File: src/rtl/virtio_notify_sched.sv
// virtio_notify_sched
//   Schedules virtqueue service between the virtio CSR block and the
//   virtqueue processing engine. Driver Queue Notify writes set a pending
//   bit per queue; one eligible queue at a time is offered to the engine in
//   round-robin order; on completion an MSI-X request is raised with that
//   queue's vector unless the vector is NO_VECTOR.
//
// Ports
//   clk, rst_n              clock, asynchronous active-low reset
//   notify_valid/_qidx      Queue Notify write pulse and queue index
//   drv_ok                  Device Status DRIVER_OK
//   q_en                    per-queue enable (queue address programmed)
//   q_msix_vec              per-queue MSI-X vectors, queue i at [i*VEC_W +: VEC_W]
//   svc_valid/_qidx/_ready  service request handshake to the engine
//   done_valid, done_irq    engine completion pulse and interrupt-needed flag
//   irq_req/_vec/_ack       MSI-X request handshake
//   pending                 per-queue pending bits
//   busy                    scheduler not idle
//   drop_cnt                saturating count of notifies to invalid queues
module virtio_notify_sched #(
  parameter int               NUM_Q     = 3,
  parameter int               QIDX_W    = 16,
  parameter int               VEC_W     = 16,
  parameter logic [VEC_W-1:0] NO_VECTOR = 16'hFFFF
) (
  input  logic                   clk,
  input  logic                   rst_n,
  input  logic                   notify_valid,
  input  logic [QIDX_W-1:0]      notify_qidx,
  input  logic                   drv_ok,
  input  logic [NUM_Q-1:0]       q_en,
  input  logic [NUM_Q*VEC_W-1:0] q_msix_vec,
  output logic                   svc_valid,
  output logic [QIDX_W-1:0]      svc_qidx,
  input  logic                   svc_ready,
  input  logic                   done_valid,
  input  logic                   done_irq,
  output logic                   irq_req,
  output logic [VEC_W-1:0]       irq_vec,
  input  logic                   irq_ack,
  output logic [NUM_Q-1:0]       pending,
  output logic                   busy,
  output logic [7:0]             drop_cnt
);

  localparam int PTR_W = (NUM_Q > 1) ? $clog2(NUM_Q) : 1;
  localparam logic [PTR_W:0] NUM_Q_W = (PTR_W+1)'(NUM_Q);

  localparam logic [1:0] ST_IDLE = 2'd0;
  localparam logic [1:0] ST_REQ  = 2'd1;
  localparam logic [1:0] ST_BUSY = 2'd2;
  localparam logic [1:0] ST_IRQ  = 2'd3;

  logic [1:0]        state_r,     state_nxt_s;
  logic [PTR_W-1:0]  rr_ptr_r,    rr_ptr_nxt_s;
  logic [PTR_W-1:0]  grant_r,     grant_nxt_s;
  logic [NUM_Q-1:0]  pending_r,   pending_nxt_s;
  logic              svc_valid_r, svc_valid_nxt_s;
  logic [QIDX_W-1:0] svc_qidx_r,  svc_qidx_nxt_s;
  logic              irq_req_r,   irq_req_nxt_s;
  logic [VEC_W-1:0]  irq_vec_r,   irq_vec_nxt_s;
  logic              busy_r,      busy_nxt_s;
  logic [7:0]        drop_cnt_r,  drop_cnt_nxt_s;

  logic [NUM_Q-1:0]  eligible_s;
  logic              found_s;
  logic [PTR_W-1:0]  pick_s;
  logic [NUM_Q-1:0]  pick_oh_s;
  logic [VEC_W-1:0]  vec_sel_s;
  logic              notify_ok_s;
  logic [NUM_Q-1:0]  notify_oh_s;

  assign eligible_s = pending_r & q_en;

  // Round-robin search: first eligible queue at or after rr_ptr, with wrap.
  always_comb begin
    logic [PTR_W:0] sum_v;
    sum_v     = '0;
    found_s   = 1'b0;
    pick_s    = '0;
    pick_oh_s = '0;
    for (int k = 0; k < NUM_Q; k++) begin
      sum_v = {1'b0, rr_ptr_r} + (PTR_W+1)'(k);
      if (sum_v >= NUM_Q_W) begin
        sum_v = sum_v - NUM_Q_W;
      end else begin
        sum_v = sum_v;
      end
      if (!found_s && eligible_s[sum_v[PTR_W-1:0]]) begin
        found_s = 1'b1;
        pick_s  = sum_v[PTR_W-1:0];
      end else begin
        found_s = found_s;
      end
    end
    for (int i = 0; i < NUM_Q; i++) begin
      pick_oh_s[i] = found_s && (pick_s == PTR_W'(i));
    end
  end

  // Decode the notify write into a one-hot set mask; out-of-range indices give none.
  always_comb begin
    notify_ok_s = notify_valid && (notify_qidx < QIDX_W'(NUM_Q));
    notify_oh_s = '0;
    for (int i = 0; i < NUM_Q; i++) begin
      notify_oh_s[i] = notify_ok_s && (notify_qidx == QIDX_W'(i));
    end
  end

  // Vector of the queue currently granted; read live at completion time.
  always_comb begin
    vec_sel_s = NO_VECTOR;
    for (int i = 0; i < NUM_Q; i++) begin
      if (grant_r == PTR_W'(i)) begin
        vec_sel_s = q_msix_vec[i*VEC_W +: VEC_W];
      end else begin
        vec_sel_s = vec_sel_s;
      end
    end
  end

  // Next-state computation for the scheduler FSM and all registered outputs.
  always_comb begin
    state_nxt_s     = state_r;
    rr_ptr_nxt_s    = rr_ptr_r;
    grant_nxt_s     = grant_r;
    pending_nxt_s   = pending_r;
    svc_valid_nxt_s = svc_valid_r;
    svc_qidx_nxt_s  = svc_qidx_r;
    irq_req_nxt_s   = irq_req_r;
    irq_vec_nxt_s   = irq_vec_r;
    drop_cnt_nxt_s  = drop_cnt_r;

    case (state_r)
      ST_IDLE: begin
        if (drv_ok && found_s) begin
          svc_valid_nxt_s = 1'b1;
          svc_qidx_nxt_s  = QIDX_W'(pick_s);
          grant_nxt_s     = pick_s;
          pending_nxt_s   = pending_r & ~pick_oh_s;
          rr_ptr_nxt_s    = (pick_s == PTR_W'(NUM_Q - 1)) ? '0 : pick_s + PTR_W'(1);
          state_nxt_s     = ST_REQ;
        end else begin
          state_nxt_s = ST_IDLE;
        end
      end
      ST_REQ: begin
        if (svc_ready) begin
          svc_valid_nxt_s = 1'b0;
          state_nxt_s     = ST_BUSY;
        end else begin
          state_nxt_s = ST_REQ;
        end
      end
      ST_BUSY: begin
        if (done_valid && done_irq && (vec_sel_s != NO_VECTOR)) begin
          irq_req_nxt_s = 1'b1;
          irq_vec_nxt_s = vec_sel_s;
          state_nxt_s   = ST_IRQ;
        end else if (done_valid) begin
          state_nxt_s = ST_IDLE;
        end else begin
          state_nxt_s = ST_BUSY;
        end
      end
      ST_IRQ: begin
        if (irq_ack) begin
          irq_req_nxt_s = 1'b0;
          state_nxt_s   = ST_IDLE;
        end else begin
          state_nxt_s = ST_IRQ;
        end
      end
      default: begin
        state_nxt_s     = ST_IDLE;
        svc_valid_nxt_s = 1'b0;
        irq_req_nxt_s   = 1'b0;
      end
    endcase

    // Applied after the grant clear so a same-cycle notify keeps the queue pending.
    pending_nxt_s = pending_nxt_s | notify_oh_s;

    if (notify_valid && !notify_ok_s && (drop_cnt_r != 8'hFF)) begin
      drop_cnt_nxt_s = drop_cnt_r + 8'd1;
    end else begin
      drop_cnt_nxt_s = drop_cnt_r;
    end

    busy_nxt_s = (state_nxt_s != ST_IDLE);
  end

  // State and output registers.
  always_ff @(posedge clk or negedge rst_n) begin
    if (!rst_n) begin
      state_r     <= ST_IDLE;
      rr_ptr_r    <= '0;
      grant_r     <= '0;
      pending_r   <= '0;
      svc_valid_r <= 1'b0;
      svc_qidx_r  <= '0;
      irq_req_r   <= 1'b0;
      irq_vec_r   <= '0;
      busy_r      <= 1'b0;
      drop_cnt_r  <= 8'd0;
    end else begin
      state_r     <= state_nxt_s;
      rr_ptr_r    <= rr_ptr_nxt_s;
      grant_r     <= grant_nxt_s;
      pending_r   <= pending_nxt_s;
      svc_valid_r <= svc_valid_nxt_s;
      svc_qidx_r  <= svc_qidx_nxt_s;
      irq_req_r   <= irq_req_nxt_s;
      irq_vec_r   <= irq_vec_nxt_s;
      busy_r      <= busy_nxt_s;
      drop_cnt_r  <= drop_cnt_nxt_s;
    end
  end

  assign svc_valid = svc_valid_r;
  assign svc_qidx  = svc_qidx_r;
  assign irq_req   = irq_req_r;
  assign irq_vec   = irq_vec_r;
  assign pending   = pending_r;
  assign busy      = busy_r;
  assign drop_cnt  = drop_cnt_r;

endmodule

File: config.mk
export PLATFORM = sky130hd
export DESIGN_NAME = virtio_notify_sched
export DESIGN_NICKNAME = d
export VERILOG_FILES = /design/src/rtl/virtio_notify_sched.sv
export SDC_FILE = /design/constraint.sdc
export NUM_CORES = 1
export LEC_CHECK = 0
export CAP_MARGIN = 20
export CORE_MARGIN = 2
export CORE_UTILIZATION = 42
export DETAILED_ROUTE_END_ITERATION = 7
export PLACE_DENSITY_LB_ADDON = 0.25
export SETUP_SLACK_MARGIN = 0.5
export SYNTH_ARGS = -nofsm -noshare
export SYNTH_HDL_FRONTEND = slang
export SYNTH_SLANG_ARGS = --single-unit
File: constraint.sdc
create_clock -name clk -period 4.3 [get_ports clk]
set_input_delay 0.645 -clock clk [delete_from_list [all_inputs] [get_ports clk]]
set_output_delay 0.645 -clock clk [all_outputs]
set_load 0.05 [all_outputs]
After elaboration in Yosys (flattened, before gate mapping)
Index checks and enable logic that the tools add are counted.
Widths: inputs -> output; s select.

operators by class
  muxes and demuxes = 33
  bitwise operators = 4
  reductions and logical operators = 28
  equality and inequality tests = 15
  add/subtract/negate cells = 7
  order comparisons = 7

operators by type and width
  kind                  count
  $mux 16               3
  $mux 2                11
  $eq 16x1->1 const B   1
  $eq 16x2->1 const B   1
  $logic_not 16->1      1
  $lt 16x2->1 const B   1
  $ne 16x16->1 const B  1
  $logic_and 1x1->1     14
  $mux 1                11
  $lt 2x3->1 const B    3
  $add 8x1->8 const B   1
  $eq 2x2->1 const B    4
  $ne 2x2->1 const B    4
  $ne 8x8->1 const B    1
  $pmux 2 s4            1
  $and 3x3->3           2
  $bmux 1 s2            3
  $eq 2x1->1 const B    3
  $ge 3x2->1 const B    2
  $logic_not 2->1       3
  $mux 3                2
  $reduce_and 3->1      2
  $reduce_bool 2->1     3
  $sub 2x2->2 const B   3
  9 further kinds       13

word-level totals
  bits in registers = 36
  input port bits = 75
  output and inout bits = 46
  logic and storage cells = 103

Logic depth before layout (Yosys ltp)
Gate-level depths: netlist of the first run.

  depth after elaboration = 18
  mapped depth = 10
  mapped depth without buffers = 8

Least setup slack after synthesis of the first run
Ideal clock, no wire load.

  path type = reg2reg
  start point = register svc_qidx[0] (netlist name)
  end point = register irq_vec_r[10] (netlist: irq_vec[10])
  library setup time = 0.125 ns
  data required time = 4.175 ns
  arrival = 2.283 ns
  period minus slack after synthesis = 2.408 ns
  buffers on the path = 4
  setup slack = 1.892 ns
  stages on the path, launching flop included = 11
  cells stage by stage = dfrtp_1 -> buf_4 -> nand2b_1 -> buf_4 -> buf_6 -> o22ai_1 -> nor4_1 -> nand4_1 -> nand4_1 -> buf_4 -> mux2_4

RTL lines
  element               line  text
  end signal, assigned  214   irq_vec_r <= irq_vec_nxt_s;
  end, declared         61    logic [VEC_W-1:0] irq_vec_r, irq_vec_nxt_s;

==> results of run 1 <==
## flip-flops by register name, indices dropped and copies added (netlist names)
signal	cells
irq_vec	16
rr_ptr_r	2
pending	3
busy	1
svc_qidx	2
irq_req	1
svc_valid	1
drop_cnt	8
state_r	2
## worst paths after layout
kind | startpoint | endpoint | slack (ps) | depth (start not counted)
min in group clk | irq_req | irq_req | 480 | 2
worst min register to register | irq_req | irq_req | 480 | 2
worst max-delay path | svc_qidx[0] | irq_vec[10] | 1330 | 7
worst max register to register | svc_qidx[0] | irq_vec[10] | 1330 | 7
worst min-delay path | rst_n | irq_vec[5] | 450 | 1
max in group asynchronous | rst_n | drop_cnt[7] | 3360 | 1
## kinds of logic after synthesis
kind of cell / Yosys count / synth area share [%]
AND/OR/NAND/NOR: 58 / 13.5
buffers and inverters: 43 / 11.6
AO/OA/AOI/OAI: 32 / 11.0
XOR/XNOR: 7 / 2.81
other: 1 / 0.172
adder cells (fa/ha/maj): 5 / 2.69
flip-flops: 36 / 41.2
multiplexers: 33 / 17.0
## metal layers
layer	GRT usage [%]	part of all wire, %	wire (um)
met5	0	0	0
met4	4.36	1.2	62
met3	4.74	6.0	316
met2	30.3	49	2580
met1	22.7	44	2330
## power groups by stage
stage | clock network, W | logic [W] | registers (W)
floorplan | 0 | 0.000230 | 0.000949
global placement | 0 | 0.000968 | 0.000556
detailed placement | 0 | 0.000975 | 0.000556
CTS | 0.000245 | 0.000977 | 0.000556
global route | 0.000259 | 0.00102 | 0.000573
finish | 0.000240 | 0.000970 | 0.000553
## placed cells by master, fill, tap and decap left out, types with 2 or more instances in the layout
master / instances
conb_1: 14
clkbuf_1: 2
nor2_1: 7
o22ai_1: 12
a211oi_1: 2
nand3_1: 5
ha_1: 3
xnor2_1: 4
a22o_1: 3
xor2_1: 3
and3_1: 3
mux2_1: 7
mux2_4: 4
dfrtp_1: 36
mux2_2: 10
mux2i_1: 12
clkbuf_8: 6
nor4_1: 6
o22a_1: 4
buf_4: 2
nand4_1: 3
and4_1: 2
inv_1: 18
clkdlybuf4s50_1: 105
nand2b_1: 3
nand2_1: 23
## area by class of cell
| class | instances | area (um2) |
|---|---|---|
| Fill cell | 431 | 1770 |
| Multi-Input combinational cell | 149 | 1080 |
| Timing Repair Buffer | 108 | 1070 |
| Sequential cell | 36 | 901 |
| Clock buffer | 8 | 90.1 |
| Tap cell | 70 | 87.6 |
| Inverter | 19 | 71.3 |
## stage by stage
step           cell area [um2]  util, %  std cells
2_1_floorplan             2230        -        228
3_3_place_gp              3210     63.3        382
3_5_place_dp              3210     63.3        382
4_1_cts                   3300     65.0        390
5_1_grt                   3300     65.0        390
6_report                  3300     65.0        390
==> summary.txt, run 1 <==
Power
  – Switching power: around 0.0008 W
  – Total power: between 0.0015 and 0.002 W
  – Pint: 0.000960 W
  – Power Dens Cells: 534 nW/um2
  – LEAKAGE: between 1.5 and 2 nW
  – IR drop worst, VDD: approximately 0.48 mV
  – Reg power frac: a little under a third
  – Switching part of the total power: 45.6%
  – Clk pwr share: 13.6%
  – Logic gate share of total power: 55.0%

Critical path
  – Startpoint Class: flop
  – WS Path Type: flop to flop
  – Delay-heaviest family, CP: simple AND/OR/NAND/NOR gates
  – Crit Path Max Fanout: 19
  – CP endpoint kind: flop
  – CP Buf/Inv Count: 1
  – Critical path's slowest cell: dfrtp_1
  – CP required: 4470 ps
  – Crit path cell chain: nand2b_1 -> o22ai_1 -> nor4_1 -> nand4_1 -> nand4_1 -> buf_4 -> mux2_4
  – Worst EP arrival: 3140 ps
  – Slowest stage delay, CP: 820 ps
  – Crit-path most repeated cell: nand4_1

Die
  – Total die area: 5790 um2
  – Core area: 5070 um2
  – Die X: roughly 76 um
  – Row cnt: 26
  – I/O Pins: 121
  – Die H: 76.1 um
  – Initial Util: 43.0%

Synthesis
  – Share of the synthesized area in the top cell type: 41.2%
  – Async S/R FF share, synth: 100%
  – Post-synthesis instance area: 2180 um2
  – Ys flop type: dfrtp_1
  – Area leader, netlist: dfrtp_1
  – Avg Inst Size Synth: between 10 and 15 um2
  – Seq/Total Area, Yosys: 41.2%
  – Yosys warning count: 0
  – Unique masters post-synth: 46
  – Post-synth top cells: dfrtp_1 (36), nand2_1 (23), buf_4 (18), inv_1 (18)
  – Syn Inst Count: 215
  – Top-count cell post-synth: dfrtp_1
  – Number of synthesized register bits: 36
  – Post-synth EDFFs: 0
  – Most area-consuming cells after synthesis: dfrtp_1 (41%), buf_4 (6.2%), mux2i_1 (5.5%), mux2_2 (5.2%), nand2_1 (4.0%)

Timing
  – Min cycle time layout: 2970 ps
  – Setup ws final: 1330 ps
  – Fin crit share: 69.1%
  – Fin. Hold Viols: 0
  – Slew Limit Fails: 0
  – Worst slew pin tran: just under 800 ps
  – RSZ-0062 raised after global routing: false
  – Worst slew margin: 47.4%
  – Final setup skew: 4.61 ps
  – Final Setup Violations: 0
  – Fmax: roughly 340 MHz
  – WHS: roughly 450 ps
  – Setup TNS: 0 ps

Global routing
  – First-pass GRT wire length: 8540 um
  – GRT overflow: 0
  – GRT Overall Usage: 17.8%
  – Initial antenna violation count: 0
  – Largest net degree at the start of global routing: 37
  – Vias in the first global route: about 1,900

Routing
  – Initial DRC count: 59
  – Antenna-violating nets left: 0
  – Detailed-route wire length: roughly 5300 um
  – Post-DR wirelength/cell: 13.5 um
  – DRC viols: 0
  – Routed vias/inst: 4.94
  – 1st-pass router iterations: 6
  – Via count: around 1,900

Clocking
  – CTS resizes: 0
  – Clock sink count: 36
  – Clock slew at reported path FFs: 70 ps
  – Clk buf depth: 2
  – Cts hold-fix bufs: 0
  – Clock Root Buffer: clkbuf_8
  – Number of CTS-inserted buffers: 5
  – H-tree depth: 2
  – CTS tree: done
  – Worst-Skew Late Latency: 280 ps
  – Setup repair bufs after CTS: 0

Placement
  – IO buf count: about 110
  – DP HPWL: between 4000 and 5000 um
  – GP Congestion: 0.759
  – DP Worst Slack: ~1300 ps

Status
  – Status: finished, final reports clean

Final layout
  – Ratio of cells with drive above 1 in the final layout: 8.44%
  – Area Overhead vs Synth: 51.1%
  – Ant. Diodes: 0
  – Final #Nets: 397

Job
  – Number of max-cap violations: 0

Worst hold path
  – Hold WC Path Type: primary input to async pin
Note: power is estimated with default switching activity, not from simulation.
==> run 2, diff against run 1 <==
- CORE_UTILIZATION: 42 -> 35
- clock period: 4.3 -> 2.65 ns (I/O delays scaled with it)
==> summary.txt, run 2 (synthesis results as in run 1) <==
Status
  – Status: finished, final reports clean (unchanged)

Die
  – Core area: 5990 um2 (was 5070 um2)
  – Total die area: 6890 um2 (was 5790 um2)
  – Die H: 83.0 um (was 76.1 um)
  – Initial Util: 36.5% (was 43.0%)
  – Die X: 83.0 um (was 76.1 um)
  – Row cnt: 28 (was 26)
  – I/O Pins: 121 (unchanged)

Final layout
  – Final #Nets: 418 (was 397)
  – Fillers: 517 (was 431)
  – Ant. Diodes: 0 (unchanged)
  – Max reg flops: 16 (unchanged)
  – Most common cell after layout, fill and taps aside: clkdlybuf4s50_1 (unchanged)
  – Final non-filler cell area: 3670 um2 (was 3300 um2)
  – Area Overhead vs Synth: 67.8% (was 51.1%)
  – Ratio of cells with drive above 1 in the final layout: 18.5% (was 8.44%)
  – Commonest cells after routing, fill and taps aside: clkdlybuf4s50_1 (103), dfrtp_1 (32), nand2_1 (23) (was clkdlybuf4s50_1 (105), dfrtp_1 (36), nand2_1 (23))
  – Post-layout util: 61.2% (was 65.0%)

Power
  – Clk pwr share: 14.4% (was 13.6%)
  – Switching power: 0.00134 W (was 0.000804 W)
  – IR drop worst, VDD: 0.673 mV (was 0.477 mV)
  – Total power: 0.00297 W (was 0.00176 W)
  – Switching part of the total power: 45.1% (was 45.6%)
  – LEAKAGE: 1.73 nW (was 1.54 nW)
  – Pint: 0.00163 W (was 0.000960 W)
  – Logic gate share of total power: 55.4% (was 55.0%)
  – Power Dens Cells: 809 nW/um2 (was 534 nW/um2)
  – Reg power frac: 30.2% (was 31.4%)

Job
  – Number of max-cap violations: 0 (unchanged)

Global routing
  – GRT overflow: 0 (unchanged)
  – Vias in the first global route: 2,134 (was 1,866)
  – GRT Overall Usage: 16.6% (was 17.8%)
  – First-pass GRT wire length: 9570 um (was 8540 um)
  – Largest net degree at the start of global routing: 37 (unchanged)
  – Initial antenna violation count: 0 (unchanged)

Timing
  – Min cycle time layout: 2340 ps (was 2970 ps)
  – Slew Limit Fails: 0 (unchanged)
  – Final setup skew: 7.13 ps (was 4.61 ps)
  – Fin. Hold Viols: 0 (unchanged)
  – Fin crit share: 88.1% (was 69.1%)
  – Final Setup Violations: 0 (unchanged)
  – Worst slew pin tran: 812 ps (was 789 ps)
  – RSZ-0062 raised after global routing: true (was false)
  – Worst slew margin: 45.9% (was 47.4%)
  – Setup TNS: 0 ps (unchanged)
  – Fmax: 428 MHz (was 336 MHz)

Critical path
  – CP required: 2820 ps (was 4470 ps)
  – WS Path Type: flop to flop (unchanged)
  – Crit Path Max Fanout: 7 (was 19)
  – Worst EP arrival: 2510 ps (was 3140 ps)
  – Startpoint Class: flop (unchanged)
  – CP endpoint kind: flop (unchanged)

Routing
  – DRC viols: 0 (unchanged)
  – 1st-pass router iterations: 4 (was 6)
  – Antenna-violating nets left: 0 (unchanged)
  – Via count: 2,029 (was 1,925)
  – Post-DR wirelength/cell: 14.4 um (was 13.5 um)
  – Initial DRC count: 55 (was 59)
  – Detailed-route wire length: 6000 um (was 5280 um)
  – Routed vias/inst: 4.88 (was 4.94)

Clocking
  – Worst-Skew Late Latency: 280 ps (about the same)
  – Clock Root Buffer: clkbuf_8 (unchanged)
  – Number of CTS-inserted buffers: 5 (unchanged)
  – CTS tree: done (unchanged)
  – Clock sink count: 36 (unchanged)
  – Clock slew at reported path FFs: 80 ps (was 70 ps)
  – Clk buf depth: 2 (unchanged)
  – H-tree depth: 2 (unchanged)

Worst hold path
  – Hold WC Path Type: primary input to async pin (unchanged)

Placement
  – Area after DPL: 3270 um2 (was 3210 um2)
  – IO buf count: 106 (unchanged)
  – GP Congestion: 0.723 (was 0.759)
  – DP HPWL: 4300 um (was 4150 um)
## run 2: changes by cell type in the layout (fill, tap and decap cells not counted), moves of 3 or more
cell / previous run / this run
buf_4: 2 / 12
clkbuf_16: 0 / 3
dfrtp_1: 36 / 32
buf_12: 0 / 3
dfrtp_2: 0 / 3
buf_6: 0 / 3
## run 2: path summary, 6_finish.rpt
kind,slack [ps],start,endpoint,depth (start not counted)
max,310,svc_qidx[0],irq_vec[8],10
min,190,rst_n,irq_vec[8],1
max reg2reg,310,svc_qidx[0],irq_vec[8],10
min reg2reg,490,irq_req,irq_req,2
max in group asynchronous,1850,rst_n,svc_qidx[0],1
min in group clk,490,irq_req,irq_req,2
## run 2: repair_timing
action | in CTS | in global routing
cloned | 0 | 4
hold buffers | 0 | 0
setup endpoints to repair | 21 | 22
resized for setup | 2 | 15
setup buffers | 8 | 7
hold endpoints to repair | 0 | 0
pin swaps | 1 | 2
## run 2: area by class of cell
class | instances | area (um2) | share of cell area (%)
clock buffers | 8 | 100 | 2.73
inverters | 19 | 71.3 | 1.95
multi-input cells | 150 | 1160 | 31.6
flip-flops and latches | 36 | 908 | 24.8
well taps | 75 | 93.8 | 2.56
repair buffers | 128 | 1340 | 36.4
## run 2: through the flow
stage | worst slack, ps | cells | hold slack, ps
finish | 315 | 416 | 191
global route | 227 | 416 | 260
CTS | 375 | 405 | 228
detailed placement | 179 | 389 | 470
global placement | 191 | 389 | 457
floorplan | 484 | 228 | 102
## run 2: critical path, stage by stage, from the launching register on
cell and delay, ps:
dfrtp_4 530, buf_12 160, buf_6 110, mux2_4 200
o22ai_4 70, nor4_2 300, nand4_1 150, nand4_1 120
buf_4 150, buf_12 140, mux2_4 290
## run 2: power groups by stage
stage | Sequential (W) | Clock, W | Combinational (W)
finish | 0.000897 | 0.000426 | 0.00164
global route | 0.000926 | 0.000471 | 0.00172
CTS | 0.000899 | 0.000441 | 0.00161
detailed placement | 0.000904 | 0 | 0.00159
global placement | 0.000896 | 0 | 0.00158
floorplan | 0.00154 | 0 | 0.000375
## run 2: metal layers
metal / global-route usage, % / part of all wire [%]
met5: 0 / 0
met4: 2.83 / 0.53
met3: 5.77 / 6.0
met2: 28.9 / 51
met1: 20.2 / 42
==> run 3, diff against run 2 <==
- SLEW_MARGIN: not set -> 10
==> results of run 3 <==
Final layout, timing and power as in run 2 (identical DEF).
